**config.mk**
```make
export PLATFORM = sky130hd
export DESIGN_NAME = mem_access_arbiter
export DESIGN_NICKNAME = d
export VERILOG_FILES = /design/src/rtl/mem_arb_pkg.sv /design/src/rtl/rr_arbiter_2.sv /design/src/rtl/mem_access_arbiter.sv
export SDC_FILE = /design/constraint.sdc
export NUM_CORES = 1
export LEC_CHECK = 0
export CORE_MARGIN = 4
export CORE_UTILIZATION = 44
export DETAILED_ROUTE_END_ITERATION = 10
export PLACE_DENSITY = 0.9
export SLEW_MARGIN = 30
export SYNTH_ARGS = -nofsm -noshare
export SYNTH_HDL_FRONTEND = slang
export SYNTH_SLANG_ARGS = --single-unit
export TNS_END_PERCENT = 20
```
**constraint.sdc**
```tcl
create_clock -name Clk -period 3.2 [get_ports Clk]
set_input_delay 0.32 -clock Clk [delete_from_list [all_inputs] [get_ports Clk]]
set_output_delay 0.32 -clock Clk [all_outputs]
set_load 0.02 [all_outputs]
```
**src/rtl/mem_arb_pkg.sv**
```systemverilog
// Shared constants for the two-requester memory access arbiter.
// Holds the FSM state encoding, the read/write direction codes and the
// width of the read-latency counter.
package mem_arb_pkg;

    // FSM state encoding
    localparam logic [1:0] ST_IDLE   = 2'd0;
    localparam logic [1:0] ST_ACCESS = 2'd1;
    localparam logic [1:0] ST_WAIT   = 2'd2;
    localparam logic [1:0] ST_DONE   = 2'd3;

    // Requester direction codes
    localparam logic RW_WRITE = 1'b1;
    localparam logic RW_READ  = 1'b0;

    // Read-latency counter width; covers RD_LAT up to 7
    localparam int unsigned CNT_W = 3;

endpackage

```
**src/rtl/rr_arbiter_2.sv**
```systemverilog
// Two-way round-robin arbiter.
// Ports:
//   Clk, Reset - clock, asynchronous active-low reset
//   elig       - per-requester eligibility
//   en         - arbitration enable; no grant and no history update when low
//   gnt_c      - one-hot grant, combinational
// The last granted index is remembered; on a tie the other requester wins.
// Reset leaves lastGnt = 1 so requester 0 wins the first tie.
module rr_arbiter_2 (
    input  logic       Clk,
    input  logic       Reset,
    input  logic [1:0] elig,
    input  logic       en,
    output logic [1:0] gnt_c
);

    logic lastGnt;

    // Grant selection
    always_comb begin
        gnt_c = 2'b00;
        if (en) begin
            if (elig == 2'b11) begin
                gnt_c = lastGnt ? 2'b01 : 2'b10;
            end else begin
                gnt_c = elig;
            end
        end
    end

    // Remember who was served last
    always_ff @(posedge Clk or negedge Reset) begin
        if (!Reset) begin
            lastGnt <= 1'b1;
        end else if (|gnt_c) begin
            lastGnt <= gnt_c[1];
        end
    end

endmodule

```
**src/rtl/mem_access_arbiter.sv**
```systemverilog
// Shares one single-port memory between two single-access requesters.
// Ports:
//   Clk, Reset                  - clock, asynchronous active-low reset
//   Req/RW/Addr/WData 0 and 1   - requester access requests (Req is a level)
//   Gnt0/Gnt1                   - ownership, ACCESS through DONE
//   Done0/Done1                 - one-cycle completion pulse
//   RData                       - captured read data, held until next capture
//   MemEn/MemWr/MemAddr/MemWData/MemRData - memory macro interface
//   Busy                        - FSM not idle
// Every output is a register; Reset clears them all asynchronously.
module mem_access_arbiter
    import mem_arb_pkg::*;
#(
    parameter int unsigned AW     = 8,
    parameter int unsigned DW     = 8,
    parameter int unsigned RD_LAT = 2
) (
    input  logic          Clk,
    input  logic          Reset,
    input  logic          Req0,
    input  logic          RW0,
    input  logic [AW-1:0] Addr0,
    input  logic [DW-1:0] WData0,
    input  logic          Req1,
    input  logic          RW1,
    input  logic [AW-1:0] Addr1,
    input  logic [DW-1:0] WData1,
    output logic          Gnt0,
    output logic          Gnt1,
    output logic          Done0,
    output logic          Done1,
    output logic [DW-1:0] RData,
    output logic          MemEn,
    output logic          MemWr,
    output logic [AW-1:0] MemAddr,
    output logic [DW-1:0] MemWData,
    input  logic [DW-1:0] MemRData,
    output logic          Busy
);

    logic [1:0]       state;
    logic [1:0]       stateNext;
    logic [1:0]       gnt;
    logic [1:0]       gntNext;
    logic [1:0]       done;
    logic [1:0]       doneNext;
    logic [1:0]       armed;
    logic [1:0]       armedNext;
    logic [CNT_W-1:0] cnt;
    logic [CNT_W-1:0] cntNext;
    logic             memEnNext;
    logic             memWrNext;
    logic [AW-1:0]    memAddrNext;
    logic [DW-1:0]    memWDataNext;
    logic [DW-1:0]    rDataNext;
    logic             busyNext;
    logic             arbEn;
    logic [1:0]       elig;
    logic [1:0]       grantC;

    // A held Req must be seen low once before it may start another access
    assign elig = {Req1 & armed[1], Req0 & armed[0]};

    rr_arbiter_2 u_rr (
        .Clk   (Clk),
        .Reset (Reset),
        .elig  (elig),
        .en    (arbEn),
        .gnt_c (grantC)
    );

    assign Gnt0  = gnt[0];
    assign Gnt1  = gnt[1];
    assign Done0 = done[0];
    assign Done1 = done[1];

    // Next-state and next-output logic
    always_comb begin
        stateNext    = state;
        gntNext      = gnt;
        doneNext     = 2'b00;
        cntNext      = cnt;
        memEnNext    = 1'b0;
        memWrNext    = 1'b0;
        memAddrNext  = MemAddr;
        memWDataNext = MemWData;
        rDataNext    = RData;
        arbEn        = 1'b0;

        // Low Req re-arms; finishing an access disarms the served requester
        armedNext[0] = !Req0 ? 1'b1 : ((state == ST_DONE && gnt[0]) ? 1'b0 : armed[0]);
        armedNext[1] = !Req1 ? 1'b1 : ((state == ST_DONE && gnt[1]) ? 1'b0 : armed[1]);

        case (state)
            ST_IDLE: begin
                arbEn = 1'b1;
                if (|grantC) begin
                    stateNext    = ST_ACCESS;
                    gntNext      = grantC;
                    memEnNext    = 1'b1;
                    memWrNext    = grantC[1] ? RW1    : RW0;
                    memAddrNext  = grantC[1] ? Addr1  : Addr0;
                    memWDataNext = grantC[1] ? WData1 : WData0;
                end
            end
            ST_ACCESS: begin
                // MemWr still carries the latched direction here
                if (MemWr == RW_WRITE) begin
                    stateNext = ST_DONE;
                    doneNext  = gnt;
                end else begin
                    cntNext   = CNT_W'(RD_LAT);
                    stateNext = ST_WAIT;
                end
            end
            ST_WAIT: begin
                if (cnt == CNT_W'(1)) begin
                    rDataNext = MemRData;
                    stateNext = ST_DONE;
                    doneNext  = gnt;
                end else begin
                    cntNext = cnt - CNT_W'(1);
                end
            end
            ST_DONE: begin
                stateNext = ST_IDLE;
                gntNext   = 2'b00;
            end
            default: begin
                stateNext = ST_IDLE;
                gntNext   = 2'b00;
            end
        endcase

        busyNext = (stateNext != ST_IDLE);
    end

    // State and output registers
    always_ff @(posedge Clk or negedge Reset) begin
        if (!Reset) begin
            state    <= ST_IDLE;
            gnt      <= 2'b00;
            done     <= 2'b00;
            armed    <= 2'b11;
            cnt      <= '0;
            MemEn    <= 1'b0;
            MemWr    <= 1'b0;
            MemAddr  <= '0;
            MemWData <= '0;
            RData    <= '0;
            Busy     <= 1'b0;
        end else begin
            state    <= stateNext;
            gnt      <= gntNext;
            done     <= doneNext;
            armed    <= armedNext;
            cnt      <= cntNext;
            MemEn    <= memEnNext;
            MemWr    <= memWrNext;
            MemAddr  <= memAddrNext;
            MemWData <= memWDataNext;
            RData    <= rDataNext;
            Busy     <= busyNext;
        end
    end

endmodule

```
==> qor.txt <==
root buffer cell = clkbuf_8
fin crit period = 2.00 ns
commonest non-fill, non-tap cells in the layout = 75 x clkdlybuf4s50_1, 36 x dfrtp_1, 16 x nor3b_1
FF+latch count, synth = 39
placeable core area = 4000 um^2
MaxCap Viol Count = 0
share of cells above drive strength 1 = 0.149
global-route wire length before repair = 7.37 mm
slew margin rel. = 0.449
synthesized cell area = 1820 um^2
die height = 72.3 um
CTS Hold Bufs = 0
Crit path largest cell delay = 0.44 ns
post-route ant nets = 0
crit end category = register
io pins = 77
Combinational Power Share = 0.484
Vias per Instance = 5.34
DP Cell Count = 263
post-CTS setup buffer count = 0
Leak = 1.15 nW
NetSw = 0.000914 W
CP required = 3.37 ns
Switching Share = 0.351
die area = 5220 um^2
# diodes = 0
num rows = 23
drt initial violations = 77
HPWL after DPL = 3.22 mm
Post-Syn Area per Cell = 12.5 um^2
Startpoint Class = register
internal power = 0.00169 W
Worst VDD drop = 0.489 mV
outcome = finished, final reports clean
largest net degree at the start of global routing = 40
CTS buffer count = 5
cell chain of the critical path = inv_1, ha_1, nand3b_1, nand2_1, o32a_1
Final GP Congestion = 0.770
Cells after Synth = 145
Filler Cell Count = 308
net count after synthesis = 197
RSZ-0062 raised after global routing = false
post-synth cell types = 37
Seq pwr share = 0.330
Clock Latency Late Sink = 0.29 ns
Post-synth EDFFs = 0
setup TNS = 0 ns
overflow left after global routing = 0
Max Clk Rate = 0.500 GHz
initial antenna violation count = 0
worst min-delay path class = input port to asynchronous set/reset pin
PwrDens = 963 nW/um^2
Final Hold Violating Endpoints = 0
fin nets = 272
Final Cycle Share = 0.625
number of port buffers = 76
Via Count = 1,446
DRC viols = 0
worst-margin pin slew = 0.827 ns
Reg2Reg Launch Point = state[0]
CP arrival = 2.17 ns
vias in the first global route = 1,502
Clock Skew = 0.0111 ns
Final Non-Filler Cells = 271
# setup viols final = 0
crit path from = state[0]
final WL = 4.37 mm
critical path type = register to register
Area Overhead vs Synth = 48.6%
Seq/Total Area, Yosys = 0.539
first-pass iteration count of the detailed router = 4
Syn. warnings = 0
Sink Count = 39
CP max-delay cell = dfrtp_1
Max Slew Vio Count = 0
H-tree depth = 2
CP max FO = 10
Die Width = 72.3 um
CTS tree = built
most common cell after layout, fill and taps aside = clkdlybuf4s50_1
routed len/inst = 16.1 um
Max Root-Sink Buffers = 2
GRT Overall Usage = 0.182
clock slew seen by the registers of the worst setup and hold paths = 0.09 ns
Clk pwr share = 0.186
Post-CTS Resized = 0
Initial Util = 0.454
Synth async-reset ratio = 1.00
Main synth FF type = dfrtp_1
final timing paths:
path	end	slack, ns	cells past startpoint
max	state[0]	1.20	5
min	MemWData[5]	0.12	1
max reg2reg	state[0]	1.20	5
min reg2reg	armed[0]	0.49	2
max in group asynchronous	RData[1]	2.55	1
min in group Clk	armed[0]	0.49	2
kinds of logic after synthesis:
kind of cell,after synthesis,synth area share
fa+ha+maj,6,0.0413
buf+inv,15,0.0558
flops,39,0.539
mux,8,0.0496
simple gates,48,0.161
compound gates,29,0.153
stage by stage:
| stage | util | setup WS, ns | hold WS [ns] | total power (W) | cell area (um^2) |
|---|---|---|---|---|---|
| 2_1_floorplan | - | 1.47 | 0.0244 | 0.00164 | 1820 |
| 3_3_place_gp | 0.641 | 1.15 | 0.468 | 0.00209 | 2560 |
| 3_5_place_dp | 0.641 | 1.10 | 0.465 | 0.00214 | 2560 |
| 4_1_cts | 0.675 | 1.19 | 0.144 | 0.00262 | 2700 |
| 5_1_grt | 0.675 | 1.00 | 0.181 | 0.00277 | 2700 |
| 6_report | 0.675 | 1.20 | 0.116 | 0.00260 | 2700 |
flip-flops by register name, summed over array words and instances (netlist names), 2 cells and up:
name      cells
state         2
MemWData      8
done          2
armed         2
RData         8
MemAddr       8
cnt           3
gnt           2
power by group through the flow:
stage               registers, W  logic (W)  clock network (W)
detailed placement      0.000864    0.00128                  0
global route            0.000891    0.00136           0.000519
finish                  0.000859    0.00126           0.000483
global placement        0.000857    0.00123                  0
floorplan                0.00106   0.000584                  0
CTS                     0.000860    0.00127           0.000493
cell type report:
class	count	area (um^2)	area share
Sequential cell	39	980	0.363
Clock buffer	5	68.8	0.0255
Timing Repair Buffer	77	763	0.283
Tap cell	50	62.6	0.0232
Inverter	6	22.5	0.00834
Clock inverter	3	67.6	0.0250
Multi-Input combinational cell	91	736	0.272
critical path: cells and delay by family, from the launching register on:
kind / cells / cell delay (ns)
and+or+nand+nor: 2 / 0.68
AOI/OAI and AO/OA: 1 / 0.38
adders and majority gates: 1 / 0.30
DFF: 1 / 0.44
buffers and inverters: 1 / 0.09
Yosys cell counts, types with 2 or more instances:
| cell type | n | area (um^2) |
|---|---|---|
| and3_1 | 2 | 12.5 |
| a221o_1 | 10 | 100 |
| nor2_1 | 2 | 7.51 |
| buf_2 | 3 | 15.0 |
| buf_4 | 2 | 15.0 |
| a221o_2 | 7 | 78.8 |
| dfstp_2 | 3 | 78.8 |
| nor3b_1 | 16 | 120 |
| nand3_1 | 4 | 20.0 |
| mux2_2 | 8 | 90.1 |
| o32a_1 | 2 | 20.0 |
| ha_1 | 6 | 75.1 |
| nand2_1 | 14 | 52.6 |
| dfrtp_1 | 36 | 901 |
| inv_1 | 6 | 22.5 |
| buf_6 | 3 | 33.8 |
per-layer routing:
metal,vias to the layer above,global-route usage,wire length (um)
li1,687,-,-
met1,697,0.243,1890
met2,58,0.291,2140
met3,4,0.0554,307
met4,0,0.0438,33
met5,-,0,0
Power figures use the tool's default switching activity.
